## config.mk

```make
export PLATFORM = sky130hd
export DESIGN_NAME = ram_port_arbiter
export DESIGN_NICKNAME = d
export VERILOG_FILES = /design/src/rtl/ram_port_arbiter.sv
export SDC_FILE = /design/constraint.sdc
export NUM_CORES = 1
export LEC_CHECK = 0
export ABC_AREA = 1
export BUFFER_PORTS_ARGS = -buffer_cell sky130_fd_sc_hd__buf_4
export CAP_MARGIN = 20
export CORE_AREA = 2 2 258 260
export DETAILED_ROUTE_END_ITERATION = 16
export DIE_AREA = 0 0 260 262
export HOLD_SLACK_MARGIN = 0.1
export PLACE_DENSITY_LB_ADDON = 0.05
export SYNTH_ARGS = -nofsm -noshare
export SYNTH_HDL_FRONTEND = slang
export SYNTH_SLANG_ARGS = --single-unit
```

## constraint.sdc

```tcl
create_clock -name clk -period 2.66 [get_ports clk]
set_clock_uncertainty 0.05 [all_clocks]
set_input_delay 0.266 -clock clk [delete_from_list [all_inputs] [get_ports clk]]
set_output_delay 0.266 -clock clk [all_outputs]
set_load 0.01 [all_outputs]
```

## src/rtl/ram_port_arbiter.sv

```systemverilog
// ram_port_arbiter
//   Shares one RAM bank port between N_REQ requesters (0 = IO loader, then
//   Euler core, then step-size unit). Requesters can hold the port across a
//   multi-beat burst with 'lock'. A watchdog releases a burst whose owner
//   goes quiet. Read returns are tagged back to the requester that issued them.
//
//   Build option: define RAM_ARB_RR_EN for round-robin priority when the
//   port is not locked. Without it, priority is fixed and index 0 is highest.
//
// Ports
//   clk        clock, all logic on posedge
//   rst        synchronous reset, active-low
//   req/we/lock per-requester request valid, write select, hold-grant
//   addr/wdata packed per-requester address / write data (k at [k*W +: W])
//   gnt        one-hot combinational ready
//   rvalid     one-hot read-data-valid for the issuing requester
//   rdata      read data (pass-through of from_ram)
//   from_ram   RAM read data
//   to_ram     registered write data
//   address    registered address
//   WR_RD      registered command: 10 write, 01 read, 00 idle
//   lock_err   one-cycle pulse when the watchdog releases a burst
module ram_port_arbiter #(
  parameter int N_REQ   = 3,
  parameter int ADDR_W  = 64,
  parameter int DATA_W  = 64,
  parameter int RD_LAT  = 1,
  parameter int LOCK_TO = 15
) (
  input  logic                      clk,
  input  logic                      rst,
  input  logic [N_REQ-1:0]          req,
  input  logic [N_REQ-1:0]          we,
  input  logic [N_REQ-1:0]          lock,
  input  logic [N_REQ*ADDR_W-1:0]   addr,
  input  logic [N_REQ*DATA_W-1:0]   wdata,
  output logic [N_REQ-1:0]          gnt,
  output logic [N_REQ-1:0]          rvalid,
  output logic [DATA_W-1:0]         rdata,
  input  logic [DATA_W-1:0]         from_ram,
  output logic [DATA_W-1:0]         to_ram,
  output logic [ADDR_W-1:0]         address,
  output logic [1:0]                WR_RD,
  output logic                      lock_err
);

  localparam int IDX_W = (N_REQ > 1) ? $clog2(N_REQ) : 1;
  localparam int CNT_W = $clog2(LOCK_TO + 1);

  typedef enum logic [0:0] {IDLE, LOCKED} state_t;

  state_t             state, state_nxt;
  logic [IDX_W-1:0]   owner, owner_nxt;
  logic [CNT_W-1:0]   idle_cnt, idle_cnt_nxt;
  logic               lock_err_nxt;
  logic [IDX_W-1:0]   gnt_idx;
  logic               xfer;
  logic [IDX_W-1:0]   rr_start;

`ifdef RAM_ARB_RR_EN
  logic [IDX_W-1:0]   rr_ptr, rr_ptr_nxt;
  assign rr_start = rr_ptr;
`else
  assign rr_start = '0;
`endif

  // Read tag pipeline: stage 0 is aligned with the WR_RD register,
  // stage RD_LAT is aligned with the RAM's from_ram data.
  logic               vld_p [0:RD_LAT];
  logic [IDX_W-1:0]   tag_p [0:RD_LAT];

  // Returns {found, index} of the first requesting index at or after 'start'.
  function automatic logic [IDX_W:0] pick(input logic [N_REQ-1:0] r,
                                          input logic [IDX_W-1:0] start);
    logic             found;
    logic [IDX_W-1:0] idx;
    int               j;
    found = 1'b0;
    idx   = '0;
    for (int i = 0; i < N_REQ; i++) begin
      j = (int'(start) + i) % N_REQ;
      if (!found && r[j]) begin
        found = 1'b1;
        idx   = IDX_W'(j);
      end
    end
    return {found, idx};
  endfunction

  function automatic logic [IDX_W-1:0] next_idx(input logic [IDX_W-1:0] k);
    return (int'(k) == N_REQ - 1) ? '0 : k + 1'b1;
  endfunction

  // Grant: locked owner only, otherwise priority search. Held low in reset.
  always_comb begin
    gnt     = '0;
    gnt_idx = '0;
    xfer    = 1'b0;
    if (rst) begin
      if (state == LOCKED) begin
        gnt_idx = owner;
        xfer    = req[owner];
      end else begin
        {xfer, gnt_idx} = pick(req, rr_start);
      end
      if (xfer) gnt[gnt_idx] = 1'b1;
    end
  end

  always_comb begin
    state_nxt    = state;
    owner_nxt    = owner;
    idle_cnt_nxt = idle_cnt;
    lock_err_nxt = 1'b0;
`ifdef RAM_ARB_RR_EN
    rr_ptr_nxt   = rr_ptr;
`endif
    if (state == IDLE) begin
      if (xfer) begin
        idle_cnt_nxt = '0;
`ifdef RAM_ARB_RR_EN
        rr_ptr_nxt   = next_idx(gnt_idx);
`endif
        if (lock[gnt_idx]) begin
          state_nxt = LOCKED;
          owner_nxt = gnt_idx;
        end
      end
    end else begin
      if (xfer) begin
        idle_cnt_nxt = '0;
        if (!lock[owner]) begin
          state_nxt = IDLE;
`ifdef RAM_ARB_RR_EN
          rr_ptr_nxt = next_idx(owner);
`endif
        end
      end else if (idle_cnt == CNT_W'(LOCK_TO - 1)) begin
        // The count reaches LOCK_TO at this edge: force the release now so
        // the pulse and IDLE arbitration coincide in the following cycle.
        state_nxt    = IDLE;
        idle_cnt_nxt = '0;
        lock_err_nxt = 1'b1;
`ifdef RAM_ARB_RR_EN
        rr_ptr_nxt   = next_idx(owner);
`endif
      end else begin
        idle_cnt_nxt = idle_cnt + 1'b1;
      end
    end
  end

  always_ff @(posedge clk) begin
    if (!rst) begin
      state    <= IDLE;
      owner    <= '0;
      idle_cnt <= '0;
      lock_err <= 1'b0;
`ifdef RAM_ARB_RR_EN
      rr_ptr   <= '0;
`endif
    end else begin
      state    <= state_nxt;
      owner    <= owner_nxt;
      idle_cnt <= idle_cnt_nxt;
      lock_err <= lock_err_nxt;
`ifdef RAM_ARB_RR_EN
      rr_ptr   <= rr_ptr_nxt;
`endif
    end
  end

  // Command stage: registered RAM port.
  always_ff @(posedge clk) begin
    if (!rst) begin
      WR_RD   <= 2'b00;
      address <= '0;
      to_ram  <= '0;
    end else if (xfer) begin
      address <= addr[int'(gnt_idx)*ADDR_W +: ADDR_W];
      if (we[gnt_idx]) begin
        to_ram <= wdata[int'(gnt_idx)*DATA_W +: DATA_W];
        WR_RD  <= 2'b10;
      end else begin
        WR_RD  <= 2'b01;
      end
    end else begin
      WR_RD <= 2'b00;
    end
  end

  // Tag stage p0 (with WR_RD) through p(RD_LAT) (with from_ram).
  always_ff @(posedge clk) begin
    if (!rst) begin
      for (int i = 0; i <= RD_LAT; i++) vld_p[i] <= 1'b0;
    end else begin
      vld_p[0] <= xfer && !we[gnt_idx];
      for (int i = 1; i <= RD_LAT; i++) vld_p[i] <= vld_p[i-1];
    end
  end

  always_ff @(posedge clk) begin
    tag_p[0] <= gnt_idx;
    for (int i = 1; i <= RD_LAT; i++) tag_p[i] <= tag_p[i-1];
  end

  always_comb begin
    rvalid = '0;
    if (vld_p[RD_LAT]) rvalid[tag_p[RD_LAT]] = 1'b1;
  end

  assign rdata = from_ram;

endmodule

```

; Yosys cells after proc, flatten, opt, wreduce, memory -nomap -nowiden
; Memories as Yosys holds them, arrays and structs flattened.
; Index checks and enable logic that the tools add are counted.
[totals]
register_bits = 138
latchBits = 0
mem_bits_rw = 6
romBits = 0
inputBits = 459
output_inout_bits = 201
mem_count = 2
[op_classes]
n_addsub = 1
multipliers = 0
div_mod_pow = 0
magnitude_cmp = 6
eq_ne = 1
n_shift = 2
muxes = 46
bitwise = 4
reduce_logical = 13
[memory_table]
columns = memory, words, width, rd, rd_clocked_by_memory_dff, wr, line
row1 = tag_p, 2, 2, 2, 0, 2, 70  ; logic [IDX_W-1:0] tag_p [0:RD_LAT];
row2 = vld_p, 2, 1, 2, 0, 2, 69  ; logic vld_p [0:RD_LAT];
[op_table]
columns = operator, count
row1 = $shiftx 192x9->64, 2
row2 = $mux 1, 28
row3 = $mux 4, 4
row4 = $lt 2x3->1 const B, 4
row5 = $mux 2, 5
row6 = $mux 3, 3
row7 = $bmux 1 s2, 4
row8 = $logic_and 1x1->1, 5
row9 = $add 4x1->4 const B, 1
row10 = $demux 1 s2, 2
row11 = $eq 4x4->1 const B, 1
row12 = $ge 2x1->1 const B, 2
row13 = $reduce_and 2->1, 2
row14 = $logic_not 1->1, 3
row15 = $reduce_and 3->1, 1
row16 = $reduce_or 3->1, 1
row17 = $not 1->1, 2
row18 = $or 1x1->1, 2
row19 = $reduce_bool 2->1, 1

; Logic depth before layout (Yosys ltp)
[depth]
depth_word = 19
mapped_depth = 13

; Worst setup path before layout
; No wires, ideal clock.
[synth_timing]
kind = flip-flop to output port
startpoint = register state
endpoint = output port gnt[2]
t_arrival_ps = 1391
t_required_ps = 2344
slack_ps = 953
stages_incl_launch_ff = 9
path_buffers = 3
path_cell_list = dfxtp_1 -> buf_6 -> nor2_1 -> nand2_1 -> nand2_2 -> nand2_4 -> buf_2 -> buf_2 -> nor3_1
[synth_via]
elab_chain_len = 8
word_cells_on_any_way = 11
cone_classes = order compare (2) / mux (8) / reduce/logical (1)
[synth_lines]
columns = item, line
row1 = from (decl), 52  ; state_t state, state_nxt;
row2 = from (signal assigned), 163  ; state <= state_nxt;
row3 = $mux 2, 100  ; if (state == LOCKED) begin
row4 = $mux 2, 99  ; if (rst) begin
row5 = $lt 2x3->1 (implied by the code) / $ge 2x1->1 (equally long branches), 106  ; if (xfer) gnt[gnt_idx] = 1'b1;
row6 = $logic_and 1x1->1 (implied by the code), 106
row7 = $mux 1 (implied by the code), 106
row8 = $demux 1 s2, 106
row9 = $mux 3 (*), 106
row10 = $mux 3 (*), 99
row11 = to (decl), 37  ; output logic [N_REQ-1:0] gnt,
; Mark *: on every way between the ends. The rest lies on a longest branch, timed or not. The select of a mux whose other input is x is not followed.

; Final worst setup path
[layout_timing]
startpoint = register state
endpoint = register to_ram[14]
[layout_via]
elab_chain_len = 6
word_cells_on_any_way = 10
cone_classes = shift (1) / mux (8) / reduce/logical (1)
[layout_lines]
columns = item, line
row1 = "parallel branches: the longest is 6 deep, another holds $shiftx 192x9->64", n/a
row2 = to (signal assigned), 182  ; to_ram <= wdata[int'(gnt_idx)*DATA_W +: DATA_W];
row3 = to (decl), 41  ; output logic [DATA_W-1:0] to_ram,
; Parallel ways; which one is timed is not known. The select of a mux whose other input is x is not followed.
; A chain may end at the register's enable or synchronous reset.

==> metrics.cfg <==
[global_routing]
antenna_found_initial=2
grt_max_degree=85
grt_pass1_wl_um=67600
grt_usage=0.132
overflow=0
grt_pass1_vias=11200

[floorplanning]
rows=94
ios=660
initial_core_util=0.137
core_sq_um=65300
die_h_um=262
design.die.area_sq_um=68100
die_x_um=260

[drt]
vias=11100
drc=0
wire_per_inst_um=15.3
wl_um=46000
drtIter0Drc=466
vias_per_cell=3.72
ant_nets=0
drt_pass1_iterations=5

[critical_path]
cp_max_fo=84
crit_chain=inv_2 -> nand2_1 -> nand3_4 -> buf_16 -> buf_4 -> nand2_1 -> nand2_1 -> o21ai_1 -> dlygate4sd3_1 -> nor2_1 -> nor2_1
max_stage_delay_ns=0.55
worst_setup_path_end_kind=flop
critPathLaunch=state
crit_required_ns=2.98
r2r_end=to_ram[14]
path_class=reg2reg
r2r_cells=11
worstPathArrival_ns=2.77
start_kind=flop
reg2reg_slack_ns=0.21
crit_top_cell=nand2_1
cp_slowest_cell=dlygate4sd3_1
worstReg2RegStart=state
cp-endpoint=to_ram[14]

[layout]
multi_input_area_sq_um=4490
fin_cells=2996
layout_common_cells=597 x nand2_1, 543 x buf_4, 202 x nor2_1, 198 x dlygate4sd3_1, 145 x inv_1
final_common_cell=nand2_1
nets=2578
drive_above_1_share=0.284
fill_cells=7421
ff_latch_area_sq_um=2890
syn2layout_area_growth_pct=78.5

[power_and_ir_drop]
total_leakage_power_nw=8.14
peakVddDrop_v=0.000451
fin_total_pwr_mw=7.39
powerDensity_nw_per_um2=463

[place]
portBuffers=531
dpl.hpwl_um=34600
place_inst=2764
place_congestion=0.779

[sta]
fin_setup_tns_ns=0
rsz0062_at_grt=false
min_period_ns=2.45
finalHoldViolCount=0
whs_ns=0.145
maxSlewHeadroom=0.630
period_share=0.920
setup_viol=0
tightest_slew_ns=0.554
timing.fmax_mhz=409
drv_slew=0

[cts]
clk_latency_ns=0.48
htree_levels=4
clockRootBuffer=clkbuf_16
cts_tree=built
clock_sinks=144
cts.clk_slew.worst_paths_ns=0.07
clk_path_buf_depth=2
cts_buffers=17

[yosys]
syn_inst=1501
syn-num-nets=1962
synth_area_per_cell_sq_um=5.96
synth_area_leader_cell=dfxtp_1
ys_seq_elements=144
yosys.area_share.simple=0.358
post_synth_mux_area_share=0
synthXorXnorAreaFrac=0.00196
synth-adder-area-share=0.00280
synth_top_family_by_area=simple AND/OR/NAND/NOR gates
synth-seq-area-share=0.323
synth_area_sq_um=8940
synthDistinctLibCells=29
yosys-top-cells-area=dfxtp_1 32%, nand2_1 25%, nor2_1 8.5%
synth_warnings=0
netlist.area_leader.share=0.323
synth_compound_area_frac=0.137

[job]
drv_cap=0

[hold_path]
holdCritPathClass=in2reg

[outcome]
status=completed

==> cell type report <==
type	instances	share of cell area
multi-input combinational	1048	0.282
sequential	144	0.181
timing repair buffer	755	0.397
clock inverter	12	0.00831
clock buffer	20	0.0286
inverter	151	0.0357
tap	864	0.0678
antenna	2	0.000314
==> metal layers <==
layer,vias to the layer above,routed length [um],global-route usage
met5,-,12,0
met4,2,958,0.0482
met3,58,3840,0.0491
met2,357,21700,0.219
met1,4943,19400,0.154
li1,5776,-,-
==> metrics by stage <==
stage	area (sq um)	util	setup WS, ns
final	16000	0.244	0.214
after global routing	15900	0.244	0.0164
after CTS	15900	0.244	0.0213
after detailed placement	13400	0.205	0.300
after global placement	13400	0.205	0.343
after floorplan	8940	-	0.953
==> worst min-delay path by stage <==
stage                      startpoint  slack [ns]           to  depth (start not counted)
after detailed placement  tag_p[0][0]        0.26  tag_p[0][2]                          0
after CTS                  wdata[131]        0.10    to_ram[3]                          5
final                      wdata[116]        0.15   to_ram[52]                          5
after floorplan           tag_p[0][0]        0.26  tag_p[0][2]                          0
after global routing       wdata[116]        0.14   to_ram[52]                          5
after global placement    tag_p[0][0]        0.26  tag_p[0][2]                          0
==> sequential cells by signal, indices dropped and copies added, names as in the netlist <==
register and count:
vld_p 2, WR_RD 2, owner 2, state 1, address 64, to_ram 64, idle_cnt 4, lock_err 1
tag_p 4
==> cells by family after synthesis <==
| kind of cell | count (synthesis) |
|---|---|
| fa+ha+maj | 2 |
| simple gates | 829 |
| buf+inv | 309 |
| xor+xnor | 2 |
| compound gates | 215 |
| flops | 144 |
==> cell usage after synthesis <==
cell type / n
nand2_1: 597
nor2_1: 203
inv_1: 146
dfxtp_1: 144
o21ai_0: 105
buf_4: 83
o211ai_1: 54
buf_2: 40
o21ai_1: 25
clkbuf_1: 23
a21oi_1: 19
a31oi_1: 11
buf_6: 9
nand3_1: 8
nand4_1: 6
inv_2: 4
nand3_2: 4
buf_1: 3
nand2_2: 3
nor3_1: 3
ha_1: 2
nand2_4: 2
a211oi_1: 1
clkinv_1: 1
nor2_2: 1
nor3b_1: 1
nor4_1: 1
xnor2_1: 1
xor2_1: 1
==> where the power goes <==
group	internal, mW	switching, mW
logic	1.22	1.11
clock network	1.43	1.13
registers	2.38	0.119
==> critical path: cells and delay by family, from the launching register on <==
| kind | cells | cell delay [ns] |
|---|---|---|
| AOI/OAI and AO/OA | 1 | 0.05 |
| buffers and inverters | 4 | 1.18 |
| DFF | 1 | 0.38 |
| and+or+nand+nor | 6 | 0.60 |
==> repair_timing <==
action | 4_1_cts | 5_1_grt
pin swaps | 0 | 0
gates resized for setup | 1 | 5
buffers inserted | 0 | 0
hold buffers | 198 | 0
cloned | 0 | 0
endpoints found under the setup margin | 1 | 42
endpoints found under the hold margin | 121 | 0
Power figures use the tool's default switching activity.
